$ cat src/rtl/flexbex_efpga_accel_responder.sv
// Stand-in eFPGA custom-instruction responder: latches operands on strobe, computes ADD/MUL/MAC/CLEAR,
// done after max(L_op+EXTRA_WAIT, delay, 1) cycles; no backpressure, en_i low aborts BUSY or releases DONE.
module flexbex_efpga_accel_responder #(
    parameter int unsigned EXTRA_WAIT = 0
) (
    input  logic        clk_i,
    input  logic        rst_i,
    input  logic        eFPGA_en_i,
    input  logic        eFPGA_write_strobe_i,
    input  logic [1:0]  eFPGA_operator_i,
    input  logic [31:0] eFPGA_operand_a_i,
    input  logic [31:0] eFPGA_operand_b_i,
    input  logic [3:0]  eFPGA_delay_i,
    output logic [31:0] eFPGA_result_a_o,
    output logic [31:0] eFPGA_result_b_o,
    output logic [31:0] eFPGA_result_c_o,
    output logic        eFPGA_fpga_done_o
);

    typedef enum logic [1:0] {
        IDLE = 2'd0,
        BUSY = 2'd1,
        DONE = 2'd2
    } state_t;

    localparam logic [1:0] OP_ADD = 2'b00;
    localparam logic [1:0] OP_MUL = 2'b01;
    localparam logic [1:0] OP_MAC = 2'b10;

    state_t      state_q, state_d;
    logic [5:0]  cnt_q, cnt_d;
    logic [31:0] a_q, a_d;
    logic [31:0] b_q, b_d;
    logic [1:0]  op_q, op_d;
    logic [3:0]  dly_q, dly_d;
    logic [63:0] mcand_q, mcand_d;
    logic [31:0] mplier_q, mplier_d;
    logic [63:0] prod_q, prod_d;
    logic [31:0] mac_prod_q, mac_prod_d;
    logic [31:0] acc_q, acc_d;
    logic [31:0] nmac_q, nmac_d;
    logic [31:0] res_a_q, res_a_d;
    logic [31:0] res_b_q, res_b_d;
    logic [31:0] res_c_q, res_c_d;

    logic [5:0]  lat_op;
    logic [5:0]  lat;
    logic [63:0] prod_step;
    logic [31:0] mac_mul;

    // Every L_op is at least 1, so the lower clamp of the latency is implicit.
    always_comb begin
        case (op_q)
            OP_MUL:  lat_op = 6'd32;
            OP_MAC:  lat_op = 6'd2;
            default: lat_op = 6'd1;
        endcase
        lat = lat_op + 6'(EXTRA_WAIT);
        if ({2'b00, dly_q} > lat) begin
            lat = {2'b00, dly_q};
        end
    end

    // Once the multiplier has shifted out, the step adds zero, so padding cycles are harmless.
    assign prod_step = prod_q + (mplier_q[0] ? mcand_q : 64'd0);
    assign mac_mul   = {16'b0, a_q[15:0]} * {16'b0, b_q[15:0]};

    always_comb begin
        state_d    = state_q;
        cnt_d      = cnt_q;
        a_d        = a_q;
        b_d        = b_q;
        op_d       = op_q;
        dly_d      = dly_q;
        mcand_d    = mcand_q;
        mplier_d   = mplier_q;
        prod_d     = prod_q;
        mac_prod_d = mac_prod_q;
        acc_d      = acc_q;
        nmac_d     = nmac_q;
        res_a_d    = res_a_q;
        res_b_d    = res_b_q;
        res_c_d    = res_c_q;

        case (state_q)
            IDLE: begin
                if (eFPGA_write_strobe_i && eFPGA_en_i) begin
                    state_d  = BUSY;
                    cnt_d    = 6'd1;
                    a_d      = eFPGA_operand_a_i;
                    b_d      = eFPGA_operand_b_i;
                    op_d     = eFPGA_operator_i;
                    dly_d    = eFPGA_delay_i;
                    mcand_d  = {32'b0, eFPGA_operand_a_i};
                    mplier_d = eFPGA_operand_b_i;
                    prod_d   = 64'd0;
                end
            end
            BUSY: begin
                if (!eFPGA_en_i) begin
                    state_d = IDLE;
                end else begin
                    cnt_d    = cnt_q + 6'd1;
                    prod_d   = prod_step;
                    mcand_d  = mcand_q << 1;
                    mplier_d = mplier_q >> 1;
                    if (cnt_q == 6'd1) begin
                        mac_prod_d = mac_mul;
                    end
                    if (cnt_q == lat) begin
                        state_d = DONE;
                        case (op_q)
                            OP_ADD: begin
                                res_a_d = a_q + b_q;
                                res_b_d = a_q - b_q;
                                res_c_d = {31'b0, a_q < b_q};
                            end
                            OP_MUL: begin
                                res_a_d = prod_step[31:0];
                                res_b_d = prod_step[63:32];
                                res_c_d = 32'd32;
                            end
                            OP_MAC: begin
                                acc_d   = acc_q + mac_prod_q;
                                nmac_d  = nmac_q + 32'd1;
                                res_a_d = acc_q + mac_prod_q;
                                res_b_d = acc_q;
                                res_c_d = nmac_q + 32'd1;
                            end
                            default: begin
                                acc_d   = 32'd0;
                                nmac_d  = 32'd0;
                                res_a_d = 32'd0;
                                res_b_d = 32'd0;
                                res_c_d = 32'd0;
                            end
                        endcase
                    end
                end
            end
            DONE: begin
                if (!eFPGA_en_i) begin
                    state_d = IDLE;
                end
            end
            default: state_d = IDLE;
        endcase
    end

    always_ff @(posedge clk_i or posedge rst_i) begin
        if (rst_i) begin
            state_q    <= IDLE;
            cnt_q      <= 6'd0;
            a_q        <= 32'd0;
            b_q        <= 32'd0;
            op_q       <= 2'd0;
            dly_q      <= 4'd0;
            mcand_q    <= 64'd0;
            mplier_q   <= 32'd0;
            prod_q     <= 64'd0;
            mac_prod_q <= 32'd0;
            acc_q      <= 32'd0;
            nmac_q     <= 32'd0;
            res_a_q    <= 32'd0;
            res_b_q    <= 32'd0;
            res_c_q    <= 32'd0;
        end else begin
            state_q    <= state_d;
            cnt_q      <= cnt_d;
            a_q        <= a_d;
            b_q        <= b_d;
            op_q       <= op_d;
            dly_q      <= dly_d;
            mcand_q    <= mcand_d;
            mplier_q   <= mplier_d;
            prod_q     <= prod_d;
            mac_prod_q <= mac_prod_d;
            acc_q      <= acc_d;
            nmac_q     <= nmac_d;
            res_a_q    <= res_a_d;
            res_b_q    <= res_b_d;
            res_c_q    <= res_c_d;
        end
    end

    assign eFPGA_result_a_o  = res_a_q;
    assign eFPGA_result_b_o  = res_b_q;
    assign eFPGA_result_c_o  = res_c_q;
    assign eFPGA_fpga_done_o = (state_q == DONE);

endmodule

$ cat config.mk
export PLATFORM = sky130hd
export DESIGN_NAME = flexbex_efpga_accel_responder
export DESIGN_NICKNAME = d
export VERILOG_FILES = /design/src/rtl/flexbex_efpga_accel_responder.sv
export SDC_FILE = /design/constraint.sdc
export NUM_CORES = 2
export LEC_CHECK = 0
export ABC_CLOCK_PERIOD_IN_PS = 17780
export CAP_MARGIN = 20
export CORE_MARGIN = 1.5
export CORE_UTILIZATION = 50
export CTS_CLUSTER_SIZE = 8
export DETAILED_ROUTE_END_ITERATION = 16
export PLACE_DENSITY = 0.73
export SYNTH_ARGS = -nofsm -noshare
export SYNTH_HDL_FRONTEND = slang
export SYNTH_SLANG_ARGS = --single-unit
$ cat constraint.sdc
create_clock -name clk_i -period 17.78 [get_ports clk_i]
set_input_delay 2.667 -clock clk_i [delete_from_list [all_inputs] [get_ports clk_i]]
set_output_delay 2.667 -clock clk_i [all_outputs]
set_load 0.005 [all_outputs]
==> results by group <==
Yosys
  – Proportion of synthesized flip-flops having asynchronous set or reset: 100%
  – Number of synthesized flops with an enable pin: 0
  – Number of unique standard cell types used by synthesis: 98
  – Library cell occupying the most area in the post-synthesis netlist: sky130_fd_sc_hd__dfrtp_1
  – Proportion of synthesized chip area in sequential cells: 30.3%
  – Avg Synthesized Cell Area: 8.81 µm²
  – Seq cells post-synth: 430
  – Top post-synthesis cells by area: sky130_fd_sc_hd__dfrtp_1, sky130_fd_sc_hd__fa_1, sky130_fd_sc_hd__ha_1
  – Cell area after synthesis: 35600 µm²
  – Yosys synthesis warning count: 0
  – Top-area cell type share of the netlist area: 30.3%
  – Net count of the mapped netlist: 4578
  – Most used flip-flop cell after synthesis: sky130_fd_sc_hd__dfrtp_1
  – Synthesized netlist cell count: 4035

Run status
  – Status: finished clean

Layout
  – Final non-filler cell total: 5019
  – Antenna fix cells: 0
  – Finished layout cell area: 39400 µm²
  – Fraction of layout cells with a size suffix above 1: 4.95%
  – Most frequent standard cell in the layout excluding fill and tap cells: sky130_fd_sc_hd__nand2_1
  – Total Nets Final: 4613
  – Area Overhead vs Synth: 10.8%
  – Final Core Density: 56.1%
  – Highest-count cells in the layout ignoring fill and taps: sky130_fd_sc_hd__nand2_1, sky130_fd_sc_hd__dfrtp_1, sky130_fd_sc_hd__inv_1

Clocking
  – Number of buffers inserted by hold repair at cts: 0
  – Count of clock tree sinks: 430
  – Maximum level of the CTS H-tree: 2
  – TritonCTS clock tree: done
  – Buffer levels on the longest clock path: 3
  – Number of instances resized during post-cts repair: 0
  – Number of buffers inserted by post-CTS setup repair: 0
  – Clock-pin slew of the registers on the worst-case setup and hold paths: 0.06 ns
  – Master cell of the clock root buffer: sky130_fd_sc_hd__clkbuf_16
  – Clock latency at the later pin of the worst-skew pair: 0.66 ns
  – TritonCTS Buffers: 60

STA
  – Final Hold Viols: 0
  – Minimum clock period after layout: 7.53 ns
  – Slew at the pin closest to its max-slew limit: 1.19 ns
  – Final Max Tran Viols: 0
  – Fmax: 0.133 GHz
  – Period Utilization, post-route: 42.4%
  – Setup violations, final: 0
  – Worst relative slew slack: 20.6%
  – Sum Neg Setup Slack: 0 ns
  – Max Clock Skew: 0.0454 ns
  – Setup repair after global routing missed its margin: false

Critical path
  – Category of the worst setup path capture point: flop
  – Maximum fanout along the worst path: 18
  – CP startpoint kind: flop
  – Worst setup path category: flop to flop
  – Required time reported for the critical path endpoint: 18.27 ns
  – Worst path arrival time: 8.02 ns

Floorplan
  – Height of the die: 270 µm
  – Core Region: 70100 µm²
  – Floorplan die width: 270 µm
  – Die Area: 72700 µm²
  – Ports: 171
  – Row Count: 97
  – Initial core utilization: 50.7%

GRT
  – Sum of overflow across all layers after global routing: 0
  – Initial antenna violation count: 3
  – Global-route usage over all layers: 31.7%
  – Number of global-route vias before repair: 29300
  – First-pass GRT wire length: 179000 µm
  – Maximum number of pins on one net before global-route repair: 101

Detailed routing
  – Drt total wl: 116000 µm
  – Routed wire length per instance: 23.2 µm
  – Vias post-DR: 30500
  – Routed vias/inst: 6.07
  – Number of detailed-routing iterations run before antenna repair: 8
  – Total DRC errors in the routed layout: 0
  – ANT nets after route: 0
  – DRC violation total after the first TritonRoute iteration: 3190

Flow run
  – Number of maximum-capacitance violations: 0

Place
  – Post-DP HPWL: 87900 µm
  – Count of input and output buffers: 170
  – Area post-placement: 37700 µm²
  – Routability congestion estimate from global placement: 1.00
  – Post-placement cell count: 4947

Worst hold path
  – Kind of path behind the tightest hold check: flop to flop
## worst max-delay path, stage by stage, from the launching register on
cell	delay (ns)
sky130_fd_sc_hd__dfrtp_1	0.81
sky130_fd_sc_hd__ha_1	0.34
sky130_fd_sc_hd__inv_1	0.11
sky130_fd_sc_hd__fa_1	0.54
sky130_fd_sc_hd__inv_1	0.05
sky130_fd_sc_hd__fa_1	0.50
sky130_fd_sc_hd__inv_1	0.05
sky130_fd_sc_hd__fa_1	0.52
sky130_fd_sc_hd__inv_1	0.05
sky130_fd_sc_hd__fa_1	0.45
sky130_fd_sc_hd__fa_1	0.51
sky130_fd_sc_hd__inv_1	0.06
sky130_fd_sc_hd__fa_1	0.49
sky130_fd_sc_hd__inv_1	0.04
sky130_fd_sc_hd__ha_1	0.32
sky130_fd_sc_hd__a211o_1	0.18
sky130_fd_sc_hd__a2111oi_2	0.07
sky130_fd_sc_hd__o31a_1	0.33
sky130_fd_sc_hd__a2111oi_0	0.73
sky130_fd_sc_hd__o21ai_0	0.39
sky130_fd_sc_hd__a211oi_1	0.48
sky130_fd_sc_hd__mux2i_1	0.24
sky130_fd_sc_hd__o211ai_1	0.10
## stage by stage
step / setup WS, ns / hold WS, ns
2_1_floorplan: 3.14 / 0.445
3_3_place_gp: 10.66 / 0.459
3_5_place_dp: 10.40 / 0.464
4_1_cts: 10.37 / 0.476
5_1_grt: 9.97 / 0.497
6_report: 10.25 / 0.473
## layer usage
layer,up-vias,wire [µm],track usage (%)
met5,-,27,0
met4,4,5200,12.8
met3,232,10500,6.39
met2,1331,51400,48.6
met1,14900,49300,44.0
li1,13900,-,-
## Yosys cell counts (all sizes together) (7+ instances only)
| cell | n |
|---|---|
| nand2 | 641 |
| dfrtp | 430 |
| inv | 329 |
| ha | 271 |
| o21ai | 241 |
| nor2 | 213 |
| clkbuf | 202 |
| a21oi | 198 |
| fa | 198 |
| and2 | 181 |
| xnor2 | 118 |
| a31oi | 91 |
| a22o | 90 |
| a21o | 86 |
| xor2 | 64 |
| nand3 | 56 |
| o31ai | 56 |
| nor3 | 47 |
| a211oi | 44 |
| mux2 | 38 |
| o21bai | 36 |
| buf | 29 |
| nand2b | 29 |
| nand4 | 29 |
| a221oi | 24 |
| o211ai | 23 |
| nor2b | 21 |
| o21a | 19 |
| or3 | 19 |
| a22oi | 18 |
| and3 | 16 |
| a222oi | 15 |
| o41ai | 13 |
| or2 | 13 |
| nor4 | 11 |
| a221o | 10 |
| mux2i | 10 |
| a2111oi | 8 |
| a21boi | 8 |
| o221ai | 8 |
| a211o | 7 |
## flip-flops by register name, summed over array words and instances (netlist names)
register,flops
a_q,32
acc_q,32
b_q,32
cnt_q,6
dly_q,4
eFPGA_result_a_o,32
eFPGA_result_b_o,32
eFPGA_result_c_o,32
mac_prod_q,32
mcand_q,64
mplier_q,32
nmac_q,32
op_q,2
prod_q,64
state_q,2
## cell families (layout without fill, tap and decap cells)
kind of cell	count (synthesis)	in the layout	synth area share, %
and+or+nand+nor	1296	1296	16.7
AOI/OAI and AO/OA	1048	1048	20.0
buffers and inverters	562	606	6.38
adders and majority gates	469	469	20.7
DFF	430	430	30.3
xor gates and xnor gates	182	182	4.50
muxes	48	48	1.49
## area by class of cell
type                       instances  area [µm²]
multi-input combinational       3043       22600
timing repair buffer             205        1980
fill                            6405       30800
inverter                         330        1250
clock buffer                      68        1550
sequential                       430       10800
tap                              940        1180
clock inverter                     3        80.1
## worst paths after layout
kind | slack [ns] | start | depth (start not counted) | end
worst max-delay path | 10.25 | a_q[7]$_DFFE_PP0P_ | 22 | mac_prod_q[29]$_DFFE_PP0P_
worst min-delay path | 0.47 | prod_q[52]$_DFFE_PP0P_ | 2 | prod_q[52]$_DFFE_PP0P_
worst max register to register | 10.25 | a_q[7]$_DFFE_PP0P_ | 22 | mac_prod_q[29]$_DFFE_PP0P_
worst min register to register | 0.47 | prod_q[52]$_DFFE_PP0P_ | 2 | prod_q[52]$_DFFE_PP0P_
max in group asynchronous | 12.89 | rst_i | 4 | a_q[19]$_DFFE_PP0P_
min in group asynchronous | 2.53 | rst_i | 2 | eFPGA_result_c_o[18]$_DFFE_PP0P_
Power is left out: the tool's default activity adds up to more than one toggle a clock period on the data nets, which glitch-free logic cannot reach.
